[src/rtl/spi_slave_ram_if.sv]
// rtl/spi_slave_ram_if.sv - SPI slave framing MOSI into {cmd,payload} words and serialising RAM read data on MISO
module spi_slave_ram_if #(
  parameter int   DATA_W     = 8,
  parameter int   TX_TIMEOUT = 16,
  parameter logic MISO_IDLE  = 1'b0
) (
  input  logic              clk,
  input  logic              rst_n,
  input  logic              SS_n,
  input  logic              MOSI,
  output logic              MISO,
  output logic [DATA_W+1:0] rx_data,
  output logic              rx_valid,
  input  logic [DATA_W-1:0] tx_data,
  input  logic              tx_valid,
  output logic              frame_err,
  output logic              rd_pending
);

  localparam int W  = DATA_W + 2;
  localparam int CW = $clog2(W + 1);
  localparam int TW = (TX_TIMEOUT > 0) ? $clog2(TX_TIMEOUT + 1) : 1;

  typedef enum logic [2:0] {
    IDLE, CHK_CMD, WRITE, READ_ADD, READ_DATA, TX_WAIT, TX_SHIFT, DONE
  } state_t;

  state_t            state, state_nxt;
  logic [W-1:0]      frame_sr, frame_sr_nxt;
  logic [DATA_W-1:0] tx_sr, tx_sr_nxt;
  logic [CW-1:0]     bit_cnt, bit_cnt_nxt;
  logic [TW-1:0]     to_cnt, to_cnt_nxt;
  logic              miso_nxt;
  logic [W-1:0]      rx_data_nxt;
  logic              rx_valid_nxt, frame_err_nxt, rd_pending_nxt;
  logic              cmd_ok;

  always_ff @(posedge clk) begin
    if (!rst_n) begin
      state      <= IDLE;
      frame_sr   <= '0;
      tx_sr      <= '0;
      bit_cnt    <= '0;
      to_cnt     <= '0;
      MISO       <= MISO_IDLE;
      rx_data    <= '0;
      rx_valid   <= 1'b0;
      frame_err  <= 1'b0;
      rd_pending <= 1'b0;
    end else begin
      state      <= state_nxt;
      frame_sr   <= frame_sr_nxt;
      tx_sr      <= tx_sr_nxt;
      bit_cnt    <= bit_cnt_nxt;
      to_cnt     <= to_cnt_nxt;
      MISO       <= miso_nxt;
      rx_data    <= rx_data_nxt;
      rx_valid   <= rx_valid_nxt;
      frame_err  <= frame_err_nxt;
      rd_pending <= rd_pending_nxt;
    end
  end

  always_comb begin
    state_nxt      = state;
    frame_sr_nxt   = frame_sr;
    tx_sr_nxt      = tx_sr;
    bit_cnt_nxt    = bit_cnt;
    to_cnt_nxt     = to_cnt;
    miso_nxt       = MISO;
    rx_data_nxt    = rx_data;
    rx_valid_nxt   = 1'b0;
    frame_err_nxt  = 1'b0;
    rd_pending_nxt = rd_pending;
    cmd_ok         = 1'b0;

    if (SS_n) begin
      // Deselect aborts everything; only a frame already finished in DONE is clean.
      if (state != IDLE) begin
        state_nxt     = IDLE;
        bit_cnt_nxt   = '0;
        to_cnt_nxt    = '0;
        miso_nxt      = MISO_IDLE;
        frame_err_nxt = (state != DONE);
      end
    end else begin
      case (state)
        IDLE: begin
          state_nxt   = CHK_CMD;
          bit_cnt_nxt = '0;
          to_cnt_nxt  = '0;
          miso_nxt    = MISO_IDLE;
        end
        CHK_CMD: begin
          frame_sr_nxt = {frame_sr[W-2:0], MOSI};
          bit_cnt_nxt  = CW'(1);
          if (!MOSI)          state_nxt = WRITE;
          else if (rd_pending) state_nxt = READ_DATA;
          else                 state_nxt = READ_ADD;
        end
        WRITE, READ_ADD, READ_DATA: begin
          if (bit_cnt != CW'(W)) begin
            frame_sr_nxt = {frame_sr[W-2:0], MOSI};
            bit_cnt_nxt  = bit_cnt + CW'(1);
          end else begin
            cmd_ok = (state == WRITE) ||
                     (state == READ_ADD  && frame_sr[W-1:W-2] == 2'b10) ||
                     (state == READ_DATA && frame_sr[W-1:W-2] == 2'b11);
            bit_cnt_nxt = '0;
            to_cnt_nxt  = '0;
            if (cmd_ok) begin
              rx_valid_nxt = 1'b1;
              rx_data_nxt  = frame_sr;
              if (state == READ_ADD) rd_pending_nxt = 1'b1;
              state_nxt = (state == READ_DATA) ? TX_WAIT : DONE;
            end else begin
              frame_err_nxt = 1'b1;
              state_nxt     = DONE;
            end
          end
        end
        TX_WAIT: begin
          if (tx_valid) begin
            tx_sr_nxt   = tx_data;
            bit_cnt_nxt = '0;
            to_cnt_nxt  = '0;
            state_nxt   = TX_SHIFT;
          end else if (TX_TIMEOUT != 0) begin
            to_cnt_nxt = to_cnt + TW'(1);
            if (to_cnt_nxt == TW'(TX_TIMEOUT)) begin
              frame_err_nxt  = 1'b1;
              rd_pending_nxt = 1'b0;
              state_nxt      = DONE;
            end
          end
        end
        TX_SHIFT: begin
          if (bit_cnt != CW'(DATA_W)) begin
            miso_nxt    = tx_sr[DATA_W-1];
            tx_sr_nxt   = tx_sr << 1;
            bit_cnt_nxt = bit_cnt + CW'(1);
          end else begin
            miso_nxt       = MISO_IDLE;
            rd_pending_nxt = 1'b0;
            bit_cnt_nxt    = '0;
            state_nxt      = DONE;
          end
        end
        DONE: begin
          miso_nxt = MISO_IDLE;
        end
        default: state_nxt = IDLE;
      endcase
    end
  end

endmodule

[config.mk]
export PLATFORM = sky130hd
export DESIGN_NAME = spi_slave_ram_if
export DESIGN_NICKNAME = d
export VERILOG_FILES = /design/src/rtl/spi_slave_ram_if.sv
export SDC_FILE = /design/constraint.sdc
export NUM_CORES = 1
export LEC_CHECK = 0
export CAP_MARGIN = 10
export CORE_MARGIN = 2
export CORE_UTILIZATION = 40
export DETAILED_ROUTE_END_ITERATION = 12
export PLACE_DENSITY = 0.71
export SLEW_MARGIN = 10
export SYNTH_ARGS = -nofsm -noshare
export SYNTH_HDL_FRONTEND = slang
export SYNTH_SLANG_ARGS = --single-unit
export TNS_END_PERCENT = 1
[constraint.sdc]
create_clock -name clk -period 2.88 [get_ports clk]
set_input_delay 0.864 -clock clk [delete_from_list [all_inputs] [get_ports clk]]
set_output_delay 0.864 -clock clk [all_outputs]
set_load 0.02 [all_outputs]
==> Flow_metrics.wiki, run 1 <==
{| class="wikitable"
! Metric !! Value
|-
| Wire length per cell after detailed routing || 13.2 um
|-
| Number of endpoints failing setup at the final stage || 0
|-
| Layout area overhead || 21.0%
|-
| Max-Cap Viols || 0
|-
| Peak ir drop on the vdd network || 0.222 mV
|-
| Buffers added on ports || 26
|-
| Number of global-route vias before repair || 1717
|-
| Worst setup EP type || primary output
|-
| Number of hold-slack violations in the final timing report || 0
|-
| Layout filler cell count || 532
|-
| H-tree level count || 2
|-
| Number of nets with antenna violations after routing || 0
|-
| Die extent in x || 79.5 um
|-
| Hold Buf Count CTS || 0
|-
| Master of the slowest instance on the critical path || clkdlybuf4s50_1
|-
| First-pass GRT wire length || 8.12 mm
|-
| Count of buffering cells on the critical path with inverters included || 1
|-
| Max Slew Vio Count || 0
|-
| Length of routed met3 wiring || 260 um
|-
| Setup crit start kind || flop
|-
| Total Routed Length || 4.76 mm
|-
| Instance count of the mapped netlist || 262
|-
| Met2 wire length || 2.07 mm
|-
| Routability congestion estimate from global placement || 0.869
|-
| Share of the clock period used by the worst path after layout || 0.760
|-
| Critical path start-end classification || reg2out
|-
| Pin count of the biggest net entering global routing || 26
|-
| Starting utilization of the core area || 0.414
|-
| Gr ovfl total || 0
|-
| Series of cell instances along the critical path || clkdlybuf4s50_1
|-
| Count of buffers added by post-CTS timing repair for setup || 0
|-
| Transition time at the pin with the least slew margin || 617 ps
|-
| Sequential-to-total area share from yosys stat || 0.387
|-
| Total clock buffers created by CTS || 5
|-
| Antenna violations before repair || 0
|-
| Setup repair after global routing missed its margin || false
|-
| Iteration-0 DRC Markers || 142
|-
| Top cell family by delay on the critical path || buffers and inverters
|-
| Clock period minus worst slack || 2190 ps
|-
| Number of vias per cell || 5.38
|-
| Critical Path AT || 1320 ps
|-
| Cell count after placement || 353
|-
| Post-synthesis average cell area || 8.70 um^2
|-
| Y dimension of the die || 79.5 um
|-
| Max Fanout on Critical Path || 4
|-
| Number of nets in the finished design || 305
|-
| Power density normalized to cell area || 498 nW/um^2
|-
| Post-cts sizing count || 0
|-
| Count of warnings emitted by yosys || 0
|-
| Register area || 881 um^2
|-
| Leakage || 1.01 nW
|-
| Gr usage total || 0.162
|-
| Core occupancy in the finished layout || 0.501
|-
| Topmost layer with routed signal wires || met4
|-
| DP Wirelength || 3.34 mm
|-
| Crit path largest cell delay || 630 ps
|-
| Critical Path RT || 2020 ps
|-
| Run status || complete, no violations
|-
| Syn Std Cell Area || 2280 um^2
|-
| Headroom to the max-slew limit || 0.588
|-
| Clock Skews || 14.7 ps
|-
| Via Count || 1941
|-
| Core footprint || 5510 um^2
|-
| F_max || 457 MHz
|-
| Type of the most critical hold path || reg2reg
|-
| Number of distinct standard cells referenced by the synthesized netlist || 51
|-
| Antenna Cells || 0
|-
| Most used flip-flop cell after synthesis || dfxtp_1
|-
| Share of flip-flops with an asynchronous set or reset after synthesis || 0
|-
| Synthesis-stage register bit count || 44
|-
| Clock Latency Late Sink || 310 ps
|-
| Area enclosed by the die boundary || 6320 um^2
|-
| Layout Cells excl Fill || 361
|-
| TritonCTS Sinks || 44
|-
| Proportion of layout cells with a drive suffix above 1 || 0.156
|-
| Clock tree from TritonCTS || done
|-
| Remaining design rule violation count || 0
|-
| Accumulated negative setup slack || 0 ps
|-
| Number of top-level pins || 27
|-
| Buffer cell driving the clock tree root || clkbuf_8
|-
| Worst-case clock buffer depth || 2
|-
| Syn nets || 279
|-
| EDFF count, synth || 0
|-
| Final total power || 1.37 mW
|-
| Length of routed wiring on met1 || 2.38 mm
|-
| Drt first pass iters || 5
|-
| Area of the multi-input gates || 1270 um^2
|-
| Number of placement rows || 27
|-
| Clock edge transition at the registers on the reported setup and hold paths || 90 ps
|-
| Final worst hold slack || 458 ps
|}
[worst paths after layout]
check                   from          to  slack [ps]  depth (start not counted)
hold reg to reg   rx_data[1]  rx_data[1]         460                          2
setup reg to reg    state[1]  rx_data[7]         810                          5
hold / removal    rx_data[1]  rx_data[1]         460                          2
setup / recovery  rd_pending  rd_pending         690                          1
[placed cells by master, fill, tap and decap left out, types with 2 or more instances in the layout]
master,synthesis,routed
bufinv_16,0,3
a31oi_1,3,3
nor4_1,2,2
nand3b_1,2,2
dfxtp_1,44,44
a21oi_1,12,12
nand3_1,16,16
a311oi_2,2,2
o2bb2ai_1,3,3
o21ai_2,10,10
and2_1,3,3
ha_1,4,4
nor2_1,28,28
buf_4,3,9
a32o_1,2,2
mux2i_1,13,13
inv_1,7,7
nor2b_1,4,4
nor3_1,6,6
nand3_2,9,9
nand2b_1,2,2
nand2_1,34,34
clkdlybuf4s50_1,0,26
clkbuf_8,0,5
o211ai_1,5,5
a311oi_1,6,6
o21ai_0,5,5
o21ai_1,2,2
[cell usage after synthesis (3+ instances only)]
library cell,count,area [um^2]
clkbuf_1,4,15.0
mux2i_1,13,130
buf_6,3,33.8
nor2b_1,4,25.0
buf_2,4,20.0
nor3_1,6,30.0
nand3_1,16,80.1
and2_1,3,18.8
inv_1,7,26.3
nand3_2,9,90.1
o211ai_1,5,37.5
a31oi_1,3,18.8
a311oi_1,6,52.6
nor2_1,28,105
buf_4,3,22.5
o2bb2ai_1,3,26.3
o21ai_0,5,25.0
o21ai_2,10,87.6
nand2_1,34,128
dfxtp_1,44,881
ha_1,4,50.1
a21oi_1,12,60.1
[report_power, final]
group / internal [mW] / switching, mW / leakage, nW / total [mW]
Sequential: 0.611 / 0.00793 / 0.355 / 0.619
Clock: 0.434 / 0.221 / 0.0784 / 0.654
Combinational: 0.0438 / 0.0558 / 0.573 / 0.0996
[through the flow]
| step | cell area, um^2 | setup WS, ps |
|---|---|---|
| 6_report | 2760 | 692 |
| 5_1_grt | 2760 | 555 |
| 4_1_cts | 2760 | 687 |
| 3_5_place_dp | 2600 | 416 |
| 3_3_place_gp | 2600 | 416 |
| 2_1_floorplan | 2280 | 1050 |
[per-layer routing]
metal / global-route usage / vias up
li1: - / 999
met2: 0.239 / 49
met1: 0.222 / 888
met3: 0.0475 / 5
met4: 0.0586 / 0
met5: 0 / -
[area by class of cell]
type	instances	share of cell area
Multi-Input combinational cell	194	0.460
Sequential cell	44	0.320
Timing Repair Buffer	35	0.119
Clock inverter	3	0.0327
Tap cell	72	0.0327
Clock buffer	5	0.0250
Inverter	8	0.0109
[state kept, by name (all words and copies together), names as in the netlist]
name,cells
tx_sr,8
rx_data,10
to_cnt,5
rd_pending,1
MISO,1
rx_valid,1
bit_cnt,4
frame_err,1
frame_sr,10
state,3
[cells by family (layout without fill, tap and decap cells)]
family / after synthesis / in the layout / synth area share
AND/OR/NAND/NOR: 116 / 116 / 0.275
adder cells (fa/ha/maj): 4 / 4 / 0.0220
flip-flops: 44 / 44 / 0.387
XOR/XNOR: 2 / 2 / 0.00769
buffers and inverters: 24 / 51 / 0.0566
multiplexers: 13 / 13 / 0.0571
AO/OA/AOI/OAI: 59 / 59 / 0.195
Power figures use the tool's default switching activity.
==> run 2, diff against run 1 <==
PLACE_DENSITY = 0.74   (was 0.71)
clock period = 2 ns   (was 2.88 ns; I/O delays follow)
==> Flow_metrics.wiki, run 2 (synthesis gave the netlist of run 1 again) <==
{| class="wikitable"
! Metric !! Value
|-
| Type of the most critical hold path || reg2reg
|-
| DP Wirelength || 3.66 mm (+9.7%)
|-
| Clock period minus worst slack || 1890 ps
|-
| First-pass GRT wire length || 8.55 mm (+5.3%)
|-
| Number of nets in the finished design || 317 (+3.9%)
|-
| Number of placement rows || 27 (unchanged)
|-
| Clock Skews || 11.4 ps (-3.33 ps)
|-
| Buffers added on ports || 26 (unchanged)
|-
| Setup repair after global routing missed its margin || false
|-
| Clock edge transition at the registers on the reported setup and hold paths || 90 ps (about the same)
|-
| Hold path startpoint || rx_data[2]
|-
| Worst-case clock buffer depth || 2 (unchanged)
|-
| Via Count || 2003 (+3.2%)
|-
| Run status || complete, no violations
|-
| Crit path largest cell delay || 520 ps (-110 ps)
|-
| Number of endpoints failing setup at the final stage || 0 (unchanged)
|-
| Routability congestion estimate from global placement || 0.933 (+7.3%)
|-
| Critical Path RT || 2240 ps (+220 ps)
|-
| Iteration-0 DRC Markers || 159 (+12%)
|-
| Wire length per cell after detailed routing || 13.4 um (+1.6%)
|-
| Count of buffers added by post-CTS timing repair for setup || 0 (unchanged)
|-
| Number of vias per cell || 5.37 (-0.13%)
|-
| Starting utilization of the core area || 0.414 (unchanged)
|-
| Power density normalized to cell area || 586 nW/um^2 (+18%)
|-
| Number of global-route vias before repair || 1840 (+7.2%)
|-
| Pin count of the biggest net entering global routing || 26 (unchanged)
|-
| Gr ovfl total || 0 (unchanged)
|-
| F_max || 530 MHz
|-
| Y dimension of the die || 79.5 um (unchanged)
|-
| Remaining design rule violation count || 0 (unchanged)
|-
| Most frequent cells in the layout || dfxtp_1, nand2_1, nor2_1, clkdlybuf4s50_1, buf_4
|-
| Master of the slowest instance on the critical path || clkdlybuf4s50_1
|-
| Hold Buf Count CTS || 0 (unchanged)
|-
| Number of top-level pins || 27 (unchanged)
|-
| Source of the worst register-to-register timing path || bit_cnt[0]
|-
| Top cell family by delay on the critical path || buffers and inverters
|-
| Die extent in x || 79.5 um (unchanged)
|-
| Most common library cell in the layout ignoring fill and taps || dfxtp_1
|-
| Total Routed Length || 5.00 mm (+4.9%)
|-
| Max Slew Vio Count || 0 (unchanged)
|-
| Layout area overhead || 23.3%
|-
| TritonCTS Sinks || 44 (unchanged)
|-
| Register area || 882 um^2 (+0.14%)
|-
| Proportion of layout cells with a drive suffix above 1 || 0.189 (+0.0337)
|-
| Total clock buffers created by CTS || 5 (unchanged)
|-
| Antenna violations before repair || 0 (unchanged)
|-
| Clock tree from TritonCTS || done
|-
| Peak ir drop on the vdd network || 0.316 mV (+42%)
|-
| Number of hold-slack violations in the final timing report || 0 (unchanged)
|-
| Series of cell instances along the critical path || clkdlybuf4s50_1 > nor4b_2 > a41o_1 > a21bo_2 > o21ai_1 > mux2i_1
|-
| Critical Path AT || 2130 ps (+810 ps)
|-
| Accumulated negative setup slack || 0 ps (unchanged)
|-
| Number of nets with antenna violations after routing || 0 (unchanged)
|-
| Leakage || 1.06 nW (+5.4%)
|-
| Biggest registers after layout || frame_sr (10), rx_data (10), tx_sr (8)
|-
| Area of the multi-input gates || 1270 um^2 (unchanged)
|-
| Gr usage total || 0.169 (+0.00680)
|-
| Headroom to the max-slew limit || 0.697 (+0.109)
|-
| Layout filler cell count || 523 (-1.7%)
|-
| Setup crit start kind || primary input
|-
| Transition time at the pin with the least slew margin || 453 ps (-164 ps)
|-
| Share of the clock period used by the worst path after layout || 0.944
|-
| H-tree level count || 2 (unchanged)
|-
| Count of buffering cells on the critical path with inverters included || 1 (unchanged)
|-
| Max Fanout on Critical Path || 4 (unchanged)
|-
| Max-Cap Viols || 0 (unchanged)
|-
| Drt first pass iters || 4 (-1)
|-
| Core footprint || 5510 um^2 (unchanged)
|-
| Area enclosed by the die boundary || 6320 um^2 (unchanged)
|-
| Antenna Cells || 0 (unchanged)
|-
| Critical path start-end classification || in2reg
|-
| Worst setup EP type || flop
|-
| Clock Latency Late Sink || 300 ps (about the same)
|-
| Core occupancy in the finished layout || 0.510 (+0.00977)
|-
| Buffer cell driving the clock tree root || clkbuf_8
|-
| Launching instance or port of the critical path || SS_n
|}
-- run 2: path summary, 6_finish.rpt --
path                            cells past startpoint         end  slack [ps]
worst max-delay path                                6    state[2]         110
worst min-delay path                                2  rx_data[2]         460
worst max register to register                      7  rx_data[7]         140
worst min register to register                      2  rx_data[2]         460
-- run 2: report_power, final --
group	switching, mW	total, mW	leakage, nW	internal [mW]
Clock	0.308	0.589	0.0445	0.281
Combinational	0.0882	0.169	0.661	0.0807
Sequential	0.00792	0.888	0.355	0.880
Total	0.404	1.65	1.06	1.24
-- run 2: layout make-up --
cell class | instances | share of cell area
Clock buffer | 7 | 0.0307
Clock inverter | 1 | 0.00267
Inverter | 8 | 0.0107
Multi-Input combinational cell | 194 | 0.451
Sequential cell | 44 | 0.314
Tap cell | 72 | 0.0321
Timing Repair Buffer | 47 | 0.159
-- run 2: stage by stage --
| stage | area (um^2) | hold WS, ps | power [mW] | std cells | setup WS (ps) |
|---|---|---|---|---|---|
| 2_1_floorplan | 2280 | 451 | 0.998 | 262 | 397 |
| 3_3_place_gp | 2710 | 446 | 1.07 | 365 | -131 |
| 3_5_place_dp | 2710 | 448 | 1.07 | 365 | -189 |
| 4_1_cts | 2810 | 461 | 1.65 | 373 | 44.8 |
| 5_1_grt | 2810 | 478 | 1.70 | 373 | 24.1 |
| 6_report | 2810 | 457 | 1.65 | 373 | 112 |
-- run 2: worst register-to-register path: stages (launching register included) --
cell,delay [ps]
dfxtp_1,350
inv_1,90
ha_1,160
nand3b_1,140
o21bai_1,230
or3_4,540
nand3_1,170
o21ai_2,60
-- run 2: timing repair --
| item | CTS | global route |
|---|---|---|
| gates resized for setup | 0 | 2 |
| hold endpoints to repair | 0 | 0 |
| endpoints found under the setup margin | 0 | 2 |
-- run 2: per-layer routing --
metal	up-vias	global-route usage	share of wire
li1	1013	-	-
met1	936	0.231	0.47
met2	48	0.261	0.46
met3	6	0.0407	0.056
met4	0	0.0534	0.014
met5	-	0	0
==> run 3, diff against run 2 <==
SETUP_SLACK_MARGIN = 0.1   (was unset)
TNS_END_PERCENT = 20   (was 1)
==> Flow_metrics.wiki, run 3 (synthesis gave the netlist of run 1 again) <==
{| class="wikitable"
! Metric !! Value
|-
| Proportion of layout cells with a drive suffix above 1 || 0.202 (+0.0126)
|-
| Type of the most critical hold path || reg2reg
|-
| Critical path start-end classification || reg2out
|-
| Max Slew Vio Count || 0 (unchanged)
|-
| Routability congestion estimate from global placement || 0.933 (unchanged)
|-
| Buffers added on ports || 26 (unchanged)
|-
| Most common library cell in the layout ignoring fill and taps || dfxtp_1
|-
| Wire length per cell after detailed routing || 13.9 um (+3.4%)
|-
| Run status || complete, no violations
|-
| Gr ovfl total || 0 (unchanged)
|-
| Worst-case clock buffer depth || 2 (unchanged)
|-
| Number of global-route vias before repair || 1840 (unchanged)
|-
| Crit path largest cell delay || 630 ps (+110 ps)
|-
| Drt first pass iters || 4 (unchanged)
|-
| Y dimension of the die || 79.5 um (unchanged)
|-
| Number of nets with antenna violations after routing || 0 (unchanged)
|-
| Final worst hold slack || 458 ps (+0.238 ps)
|-
| Max-Cap Viols || 0 (unchanged)
|-
| Antenna Cells || 0 (unchanged)
|-
| Number of placement rows || 27 (unchanged)
|-
| Headroom to the max-slew limit || 0.661 (-0.0356)
|-
| Transition time at the pin with the least slew margin || 505 ps (+52.0 ps)
|-
| Critical Path RT || 1400 ps (-840 ps)
|-
| TritonCTS Sinks || 44 (unchanged)
|-
| Layout area overhead || 24.7%
|-
| F_max || 532 MHz (+0.43%)
|-
| Most frequent cells in the layout || dfxtp_1, nand2_1, nor2_1, clkdlybuf4s50_1, buf_4
|-
| Max Fanout on Critical Path || 2 (-2)
|-
| Number of vias per cell || 5.41 (+0.78%)
|-
| Master of the slowest instance on the critical path || clkdlybuf4s50_1
|-
| Remaining design rule violation count || 0 (unchanged)
|-
| Number of nets in the finished design || 318 (+0.32%)
|-
| Clock tree from TritonCTS || done
|-
| Worst setup EP type || primary output
|-
| Clock period minus worst slack || 1880 ps (-8.08 ps)
|-
| Hold Buf Count CTS || 0 (unchanged)
|-
| Clock Skews || 10.2 ps (-1.21 ps)
|-
| Gr usage total || 0.169 (unchanged)
|-
| First-pass GRT wire length || 8.55 mm (unchanged)
|-
| Via Count || 2024 (+1.0%)
|-
| Setup crit start kind || flop
|-
| Starting utilization of the core area || 0.414 (unchanged)
|-
| DP Wirelength || 3.66 mm (unchanged)
|-
| Core footprint || 5510 um^2 (unchanged)
|-
| Area enclosed by the die boundary || 6320 um^2 (unchanged)
|-
| Critical Path AT || 1280 ps (-850 ps)
|-
| Accumulated negative setup slack || 0 ps (unchanged)
|-
| Count of buffers added by post-CTS timing repair for setup || 0 (unchanged)
|-
| Top cell family by delay on the critical path || buffers and inverters
|-
| Clock Latency Late Sink || 300 ps (about the same)
|-
| Peak ir drop on the vdd network || 0.326 mV (+2.9%)
|-
| Power density normalized to cell area || 583 nW/um^2 (-0.46%)
|-
| Die extent in x || 79.5 um (unchanged)
|-
| Cell Area, Placed || 2710 um^2 (unchanged)
|-
| Clock edge transition at the registers on the reported setup and hold paths || 80 ps (about the same)
|-
| Total Routed Length || 5.18 mm (+3.6%)
|-
| Iteration-0 DRC Markers || 143 (-10%)
|-
| Total clock buffers created by CTS || 5 (unchanged)
|-
| Antenna violations before repair || 0 (unchanged)
|-
| Series of cell instances along the critical path || clkdlybuf4s50_1
|-
| Setup repair after global routing missed its margin || true
|-
| Count of buffering cells on the critical path with inverters included || 1 (unchanged)
|-
| Cell area after layout || 2840 um^2 (+1.1%)
|-
| Buffer cell driving the clock tree root || clkbuf_8
|-
| Leakage || 1.06 nW (-0.43%)
|-
| H-tree level count || 2 (unchanged)
|-
| Number of endpoints failing setup at the final stage || 0 (unchanged)
|-
| Share of the clock period used by the worst path after layout || 0.940 (-0.00404)
|-
| Number of top-level pins || 27 (unchanged)
|-
| Biggest registers after layout || frame_sr (10), rx_data (10), tx_sr (8)
|-
| Number of hold-slack violations in the final timing report || 0 (unchanged)
|-
| Pin count of the biggest net entering global routing || 26 (unchanged)
|}
run 3: changes by cell type in the layout (fill, tap and decap cells not counted), sizes merged:
cell and delta:
or3 +1, dlymetal6s2s -1, dlygate4sd2 +1
run 3: report_power, final:
part	leakage, nW	total, mW	switching [mW]	internal, mW
combinational	0.655	0.173	0.0903	0.0823
clock	0.0445	0.595	0.314	0.281
sequential	0.356	0.888	0.00824	0.880
run 3: layer usage:
| metal | up-vias | wire, um | GRT usage |
|---|---|---|---|
| met5 | - | 0 | 0 |
| met4 | 0 | 67 | 0.0534 |
| met3 | 6 | 248 | 0.0407 |
| met2 | 53 | 2440 | 0.261 |
| met1 | 947 | 2430 | 0.231 |
| li1 | 1018 | - | - |
run 3: what timing repair did:
action	CTS	global route
gates cloned	0	1
gates resized for setup	1	7
pin swaps	0	2
endpoints found under the hold margin	0	0
setup endpoints to repair	1	23
run 3: area by class of cell:
class,count,area (um^2)
Clock buffer,7,86.3
Clock inverter,1,7.51
Fill cell,515,2670
Inverter,8,30.0
Multi-Input combinational cell,195,1300
Sequential cell,44,885
Tap cell,72,90.1
Timing Repair Buffer,47,442
run 3: path summary, 6_finish.rpt:
path                    from          to  slack, ps  depth (start not counted)
setup / recovery  rx_data[4]  rx_data[4]        120                          1
hold / removal    rx_data[5]  rx_data[5]        460                          2
setup reg to reg  bit_cnt[1]  rx_data[7]        170                          6
hold reg to reg   rx_data[5]  rx_data[5]        460                          2
run 3: per-stage QoR:
step           cells  total power, mW  worst slack (ps)  utilization
2_1_floorplan    262            0.998               397            -
3_3_place_gp     365             1.07              -131        0.493
3_5_place_dp     365             1.07              -189        0.493
4_1_cts          373             1.65               103        0.509
5_1_grt          374             1.71              73.7        0.516
6_report         374             1.66               120        0.516
